### src/rtl/mux_rr_n_para_1.sv
// N-channel registered mux with valid/ready handshakes, fixed-select or round-robin grant.
// Optional 16-bit output transfer counter enabled by defining MUX_RR_CONT_EN.
module mux_rr_n_para_1 #(
  parameter int WIDTH    = 4,
  parameter int N_CANAIS = 4,
  localparam int SEL_W   = $clog2(N_CANAIS)
) (
  input  logic                      clk,
  input  logic                      rst_n,
  input  logic [N_CANAIS*WIDTH-1:0] D,
  input  logic [N_CANAIS-1:0]       D_valid,
  output logic [N_CANAIS-1:0]       D_ready,
  input  logic                      modo,
  input  logic [SEL_W-1:0]          S,
  output logic [WIDTH-1:0]          Y,
  output logic                      Y_valid,
  input  logic                      Y_ready,
  output logic [SEL_W-1:0]          Y_canal
`ifdef MUX_RR_CONT_EN
  ,
  output logic [15:0]               cont_transf
`endif
);

  logic [WIDTH-1:0] y_r;
  logic             y_valid_r;
  logic [SEL_W-1:0] y_canal_r;
  logic [SEL_W-1:0] ptr_r;

  logic             aceita_s;
  logic             found_s;
  logic             xfer_s;
  logic [SEL_W-1:0] g_s;
  logic [WIDTH-1:0] y_next_s;
  int               idx_s;

  assign aceita_s = !y_valid_r | Y_ready;
  assign xfer_s   = found_s & aceita_s;
  assign y_next_s = D[g_s*WIDTH +: WIDTH];

  // Grant selection: fixed by S, or first valid channel scanning upward from ptr_r.
  always_comb begin
    found_s = 1'b0;
    g_s     = '0;
    idx_s   = 0;
    if (modo) begin
      for (int k = 0; k < N_CANAIS; k++) begin
        idx_s = ((int'(ptr_r) + k) >= N_CANAIS) ? (int'(ptr_r) + k - N_CANAIS)
                                                : (int'(ptr_r) + k);
        if (!found_s && D_valid[idx_s]) begin
          found_s = 1'b1;
          g_s     = SEL_W'(idx_s);
        end else begin
          found_s = found_s;
        end
      end
    end else begin
      if (int'(S) < N_CANAIS) begin
        found_s = D_valid[S];
        g_s     = S;
      end else begin
        found_s = 1'b0;
        g_s     = '0;
      end
    end
  end

  // One-hot ready toward the granted channel, only when the output slot can take a word.
  always_comb begin
    D_ready = '0;
    if (xfer_s) begin
      D_ready[g_s] = 1'b1;
    end else begin
      D_ready = '0;
    end
  end

  // Output register stage and round-robin pointer.
  always_ff @(posedge clk or negedge rst_n) begin
    if (!rst_n) begin
      y_r       <= '0;
      y_valid_r <= 1'b0;
      y_canal_r <= '0;
      ptr_r     <= '0;
    end else begin
      if (xfer_s) begin
        y_r       <= y_next_s;
        y_canal_r <= g_s;
        y_valid_r <= 1'b1;
        if (modo) begin
          ptr_r <= (g_s == SEL_W'(N_CANAIS - 1)) ? '0 : g_s + SEL_W'(1);
        end else begin
          ptr_r <= ptr_r;
        end
      end else if (Y_ready) begin
        y_valid_r <= 1'b0;
      end else begin
        y_valid_r <= y_valid_r;
      end
    end
  end

  assign Y       = y_r;
  assign Y_valid = y_valid_r;
  assign Y_canal = y_canal_r;

`ifdef MUX_RR_CONT_EN
  logic [15:0] cont_r;

  // Counts completed output handshakes; wraps naturally at 16 bits.
  always_ff @(posedge clk or negedge rst_n) begin
    if (!rst_n) begin
      cont_r <= 16'd0;
    end else if (y_valid_r && Y_ready) begin
      cont_r <= cont_r + 16'd1;
    end else begin
      cont_r <= cont_r;
    end
  end

  assign cont_transf = cont_r;
`endif

endmodule

### config.mk
export PLATFORM = sky130hd
export DESIGN_NAME = mux_rr_n_para_1
export DESIGN_NICKNAME = d
export VERILOG_FILES = /design/src/rtl/mux_rr_n_para_1.sv
export SDC_FILE = /design/constraint.sdc
export NUM_CORES = 1
export LEC_CHECK = 0
export BUFFER_PORTS_ARGS = -buffer_cell sky130_fd_sc_hd__buf_2
export CAP_MARGIN = 20
export CORE_ASPECT_RATIO = 1.1
export CORE_UTILIZATION = 47
export DETAILED_ROUTE_END_ITERATION = 8
export GPL_TIMING_DRIVEN = 0
export MAX_ROUTING_LAYER = met4
export PLACE_DENSITY = 0.82
export SYNTH_ARGS = -nofsm -noshare
export SYNTH_HDL_FRONTEND = slang
export SYNTH_SLANG_ARGS = --single-unit
### constraint.sdc
create_clock -name clk -period 4.7 [get_ports clk]
set_input_delay 0.47 -clock clk [delete_from_list [all_inputs] [get_ports clk]]
set_output_delay 0.47 -clock clk [all_outputs]
set_load 0.01 [all_outputs]
Word level (Yosys, flattened, before mapping)
Index checks and enable logic that the tools add are counted.
Word-level totals
  bits in registers: 9
  input bits: 26
  output and inout bits: 11
  logic and storage cells: 74
Cells by class
  $add $sub $neg: 8
  order comparisons: 11
  eq/ne operators: 1
  shift-type cells: 1
  muxes and demuxes: 37
  bitwise logic cells: 2
  reductions and logical operators: 10
Operators by type and width (number)
  32-bit by 4-bit < comparator with 1-bit output (second input constant): 4
  32-bit two-way mux: 4
  32-bit by 4-bit greater-or-equal comparator with 1-bit output (second input constant): 3
  32-bit by 4-bit subtractor with 32-bit output (second input constant): 3
  1-bit two-way mux: 20
  16-bit by 5-bit variable part select with 4-bit output: 1
  2-bit two-way mux: 6
  1-bit binary-select mux with 2-bit select: 5
  2-bit by 2-bit adder with 3-bit output (second input constant): 2
  2-bit by 3-bit < comparator with 1-bit output (second input constant): 2
  1-bit logical AND: 4
  1-bit zero test: 4
  4-bit two-way mux: 1
  2-bit by 3-bit subtractor with 4-bit output (second input constant): 1
  2-bit by 1-bit adder with 3-bit output (second input constant): 1
  2-bit by 3-bit greater-or-equal comparator with 1-bit output (second input constant): 1
  2-bit by 1-bit adder with 2-bit output (second input constant): 1
  1-bit demux with 2-bit select: 1
  2-bit equality test (second input constant): 1
  2-bit by 1-bit greater-or-equal comparator with 1-bit output (second input constant): 1
  2-bit AND reduction: 1
  2-bit nonzero test: 1
  1-bit bitwise AND: 1
  1-bit bitwise OR: 1

Logic depth before layout (Yosys ltp)
  depth in word-level cells: 24
  gate-level depth with buffers: 7
  depth with buffers taken out: 7

Worst setup path before layout
No wires, ideal clock.
  kind: input to output
  start: input port D_valid[0]
  end: output port D_ready[1]
  arrival time: 1.767 ns
  data required time: 4.230 ns
  slack: 2.463 ns
  stages on the path: 7
  path buffers: 1
  cell sequence: o41ai_2 -> a31oi_1 -> a32oi_2 -> buf_6 -> inv_1 -> ha_1 -> and2_1
Between the ends
  cells in the longest elaborated chain, start to end: 22
  elaborated cells on any way between the ends: 40
  classes of those cells: order compare (2); mux (30); bitwise (1); reduce/logical (7)
RTL lines
  from (decl): RTL line 11  | input logic [N_CANAIS-1:0] D_valid,
  1-bit binary-select mux with 2-bit select: RTL line 50  | if (!found_s && D_valid[idx_s]) begin
  1-bit two-way mux (not written as such) (2 in a row): RTL line 50
  1-bit two-way mux: RTL line 50
  1-bit two-way mux: RTL line 46  | if (modo) begin
  1-bit zero test: RTL line 50
  1-bit logical AND: RTL line 50
  1-bit two-way mux: RTL line 50
  1-bit two-way mux: RTL line 46
  [... 6 more ...]
  2-bit two-way mux (*): RTL line 50
  2-bit two-way mux (*): RTL line 46
  via g_s[0]: RTL line 33  | logic [SEL_W-1:0] g_s;
  2-bit by 3-bit < comparator with 1-bit output (not written as such) or 2-bit by 1-bit greater-or-equal comparator with 1-bit output (tied branches): RTL line 72  | D_ready[g_s] = 1'b1;
  1-bit logical AND (not written as such): RTL line 72
  1-bit two-way mux (not written as such): RTL line 72
  1-bit demux with 2-bit select (*): RTL line 72
  4-bit two-way mux (*): RTL line 71  | if (xfer_s) begin
  to (decl): RTL line 12  | output logic [N_CANAIS-1:0] D_ready,
The timed path passes the listed nets; every way through them passes the cells marked *. The select of a mux whose other input is x is not followed.

Worst setup path after layout
  start: register ptr_r[1]
  end: output port D_ready[1]
Between the ends
  cells in the longest elaborated chain, start to end: 24
  elaborated cells on any way between the ends: 53
  classes of those cells: add/sub (7); order compare (6); mux (32); bitwise (1); reduce/logical (7)
RTL lines
  from (decl): RTL line 28  | logic [SEL_W-1:0] ptr_r;
  from (signal assigned): RTL line 91  | ptr_r <= (g_s == SEL_W'(N_CANAIS - 1)) ? '0 : g_s + SEL_W'(1);
  from (signal assigned): RTL line 93  | ptr_r <= ptr_r;
  parallel branches: the longest is 17 deep, another holds 32-bit by 4-bit subtractor with 32-bit output
  2-bit two-way mux (*): RTL line 50
  2-bit two-way mux (*): RTL line 46
  via g_s[1]: RTL line 33
  2-bit by 3-bit < comparator with 1-bit output (not written as such) or 2-bit by 1-bit greater-or-equal comparator with 1-bit output (tied branches): RTL line 72
  1-bit logical AND (not written as such): RTL line 72
  1-bit two-way mux (not written as such): RTL line 72
  1-bit demux with 2-bit select (*): RTL line 72
  4-bit two-way mux (*): RTL line 71
Mark *: on every way through the listed nets, which the timed path passes. The select of a mux whose other input is x is not followed.

==> metrics.md <==
| Metric | Value |
|---|---|
| Finished Layout Cells | `129` |
| Area growth from synthesis to layout | `31.4%` |
| Max Clock Skew | `4.26 ps` |
| DRT antenna net count | `0` |
| Cell count after synthesis | `73` |
| Gr ovfl total | `0` |
| CTS Hold Bufs | `0` |
| Cell at the root of the clock tree | `sky130_fd_sc_hd__clkbuf_4` |
| Iteration-0 DRC Markers | `14` |
| Setup repair after global routing missed its margin | `no` |
| Post-synthesis cell type count | `32` |
| Vias per std cell | `5.56` |
| Crit path capture type | `output port` |
| Destination of the critical timing path | `D_ready[1]` |
| Syn Std Cell Area | `722 sq um` |
| Depth of the worst register-to-register path | `6` |
| Post-CTS Resized | `0` |
| Relative slew slack | `68.8%` |
| DR pass1 iterations | `5` |
| Signal arrival time at the worst endpoint | `2280 ps` |
| Final RePlAce weighted congestion | `0.792` |
| Number of design rule violations left after detail routing | `0` |
| Post-route worst hold slack | `54.0 ps` |
| Count of H-tree levels built during CTS | `1` |
| Maximum buffer depth of the clock tree | `2` |
| Cts bufs inserted | `3` |
| Total number of vias | `717` |
| Number of max-capacitance violations reported | `0` |
| Sequential cell area fraction in the yosys report | `31.2%` |
| RR Startpoint | `ptr_r[1]` |
| Clk_lat worst skew | `250 ps` |
| Required time of the critical path | `4230 ps` |
| Post-route fraction of the period consumed by the critical path | `58.5%` |
| Overall die area | `0.00170 sq mm` |
| Die Height | `43.1 um` |
| Setup Slack @ Placement | `2070 ps` |
| Final total negative setup slack | `0 ps` |
| Min cycle time layout | `2750 ps` |
| Fraction of layout instances using a drive strength above 1 | `39.8%` |
| Final number of hold-violating endpoints | `0` |
| Largest net degree at the start of global routing | `12` |
| Highest net fanout along the worst path | `6` |
| Result of the run | `completed` |
| Area of the core | `0.00140 sq mm` |
| Via count of the first global-routing pass | `587` |
| Number of buffer cells added on primary ports | `36` |
| Crit Path Class | `register to output port` |
| Static leakage power | `0.491 nW` |
| # diodes | `0` |
| Post-detailed-route wirelength per cell | `13.4 um` |
| Syn avg cell area | `9.89 sq um` |
| TritonCTS clock tree | `yes` |
| Starting Density | `51.5%` |
| Element type at the critical path start | `register` |
| Antenna violations before repair | `0` |
| Num Clock Sinks | `9` |
| Horizontal extent of the die | `39.4 um` |
| Max frequency | `364 MHz` |
| Global Route Usage Sum | `23.5%` |
| Post-layout nets | `144` |
| Number of storage elements in the synthesis netlist | `9` |
| Worst Tran Pin Value | `467 ps` |
| Final number of setup-violating endpoints | `0` |
| Syn Nets | `103` |
| Power per unit of standard cell area | `356 mW/mm^2` |
| Sum of routed wire length over all layers | `1730 um` |
| Worst setup path startpoint | `ptr_r[1]` |
| Cell count after placement | `125` |
| Number of buffers added for setup after CTS | `0` |
| Worst-path clk slew | `60 ps` |
| Detailed Place HPWL | `1420 um` |
| Total count of max-transition violations in the final report | `0` |
| Destination of the worst register-to-register timing path | `ptr_r[1]` |
| Hold Crit Class | `input port to async pin` |
| Number of warnings printed during yosys synthesis | `0` |
| R2R Setup Slk | `2550 ps` |
| Global-route wire length before repair | `2650 um` |
| Final core occ | `67.7%` |
| Number of primary I/O pins | `37` |
| Max IR drop VDD | `259 uV` |
| Placement row count | `14` |
| Setup ws final | `1950 ps` |
cells in the final DEF, fill, tap and decap left out, types with 3 or more instances in the layout:
cell and count:
sky130_fd_sc_hd__and2_1 4, sky130_fd_sc_hd__buf_2 36, sky130_fd_sc_hd__clkbuf_4 3, sky130_fd_sc_hd__dfrtp_1 9, sky130_fd_sc_hd__ha_1 4, sky130_fd_sc_hd__inv_1 3, sky130_fd_sc_hd__mux2i_1 8, sky130_fd_sc_hd__nand2_1 6
sky130_fd_sc_hd__nand2b_1 4, sky130_fd_sc_hd__nor2_1 5, sky130_fd_sc_hd__nor2b_1 4, sky130_fd_sc_hd__o221ai_1 4
power by group:
part           internal [mW]  switching [mW]
sequential             0.102          0.0172
clock                 0.0326          0.0248
combinational         0.0770          0.0836
total                  0.212           0.126
Yosys cell counts (all sizes together):
library cell  instances  area (sq um)
dfrtp                 9           225
mux2i                 8          80.1
nand2                 6          22.5
nor2                  5          18.8
and2                  4          25.0
ha                    4          50.1
nand2b                4          25.0
nor2b                 4          25.0
o221ai                4          35.0
inv                   3          11.3
or2                   2          12.5
a211o                 1          8.76
a21boi                1          11.3
a21o                  1          7.51
a21oi                 1          5.00
a221oi                1          8.76
a31oi                 1          6.26
a32oi                 1          16.3
a41oi                 1          8.76
buf                   1          11.3
mux2                  1          11.3
mux4                  1          26.3
nand3                 1          5.00
nor3                  1          5.00
o21a                  1          7.51
o21ai                 1          5.00
o2bb2ai               1          8.76
o311ai                1          8.76
o41ai                 1          16.3
or2b                  1          7.51
or3                   1          6.26
logic make-up after synthesis:
family | count (synthesis) | synth area share [%]
DFF | 9 | 31.2
AOI/OAI and AO/OA | 17 | 21.3
buffers and inverters | 4 | 3.12
muxes | 10 | 16.3
and+or+nand+nor | 29 | 21.1
adders and majority gates | 4 | 6.93
flip-flops by register name, summed over array words and instances (netlist names):
signal	cells
Y_canal	2
ptr_r	2
Y_valid	1
Y	4
layer usage:
| metal | part of all wire (%) | track usage (%) | vias to the layer above |
|---|---|---|---|
| li1 | - | - | 354 |
| met1 | 40 | 31.0 | 334 |
| met2 | 55 | 36.7 | 27 |
| met3 | 4.0 | 3.14 | 2 |
| met4 | 0.87 | 8.28 | 0 |
| met5 | 0 | - | - |
critical path, cell delays in order (launching register included):
cell and delay [ps]:
sky130_fd_sc_hd__dfrtp_1 420, sky130_fd_sc_hd__nand2b_1 220, sky130_fd_sc_hd__a211o_1 310, sky130_fd_sc_hd__a221oi_1 380
sky130_fd_sc_hd__or2_2 210, sky130_fd_sc_hd__inv_1 60, sky130_fd_sc_hd__ha_1 170, sky130_fd_sc_hd__and2_1 120
sky130_fd_sc_hd__buf_2 130
per-stage QoR:
step                total power [mW]  area, sq um
CTS                            0.340          948
global route                   0.362          948
global placement               0.274          922
finish                         0.337          948
floorplan                      0.223          722
detailed placement             0.281          922
worst min-delay path by stage:
stage	startpoint	endpoint	slack, ps	depth (start not counted)
6_report	rst_n	Y_valid	50	1
5_1_grt	rst_n	ptr_r[0]	70	1
3_5_place_dp	rst_n	Y_valid	330	1
3_3_place_gp	rst_n	ptr_r[0]	320	1
4_1_cts	rst_n	Y_valid	50	1
2_1_floorplan	rst_n	Y[0]	170	0
layout make-up:
type	instances	area, sq um
plain buffers	1	11.3
clock buffers	4	26.3
fillers	122	453
inverters	3	11.3
multi-input cells	60	474
flip-flops and latches	9	225
well taps	16	20.0
repair buffers	36	180
Note: power is estimated with default switching activity, not from simulation.
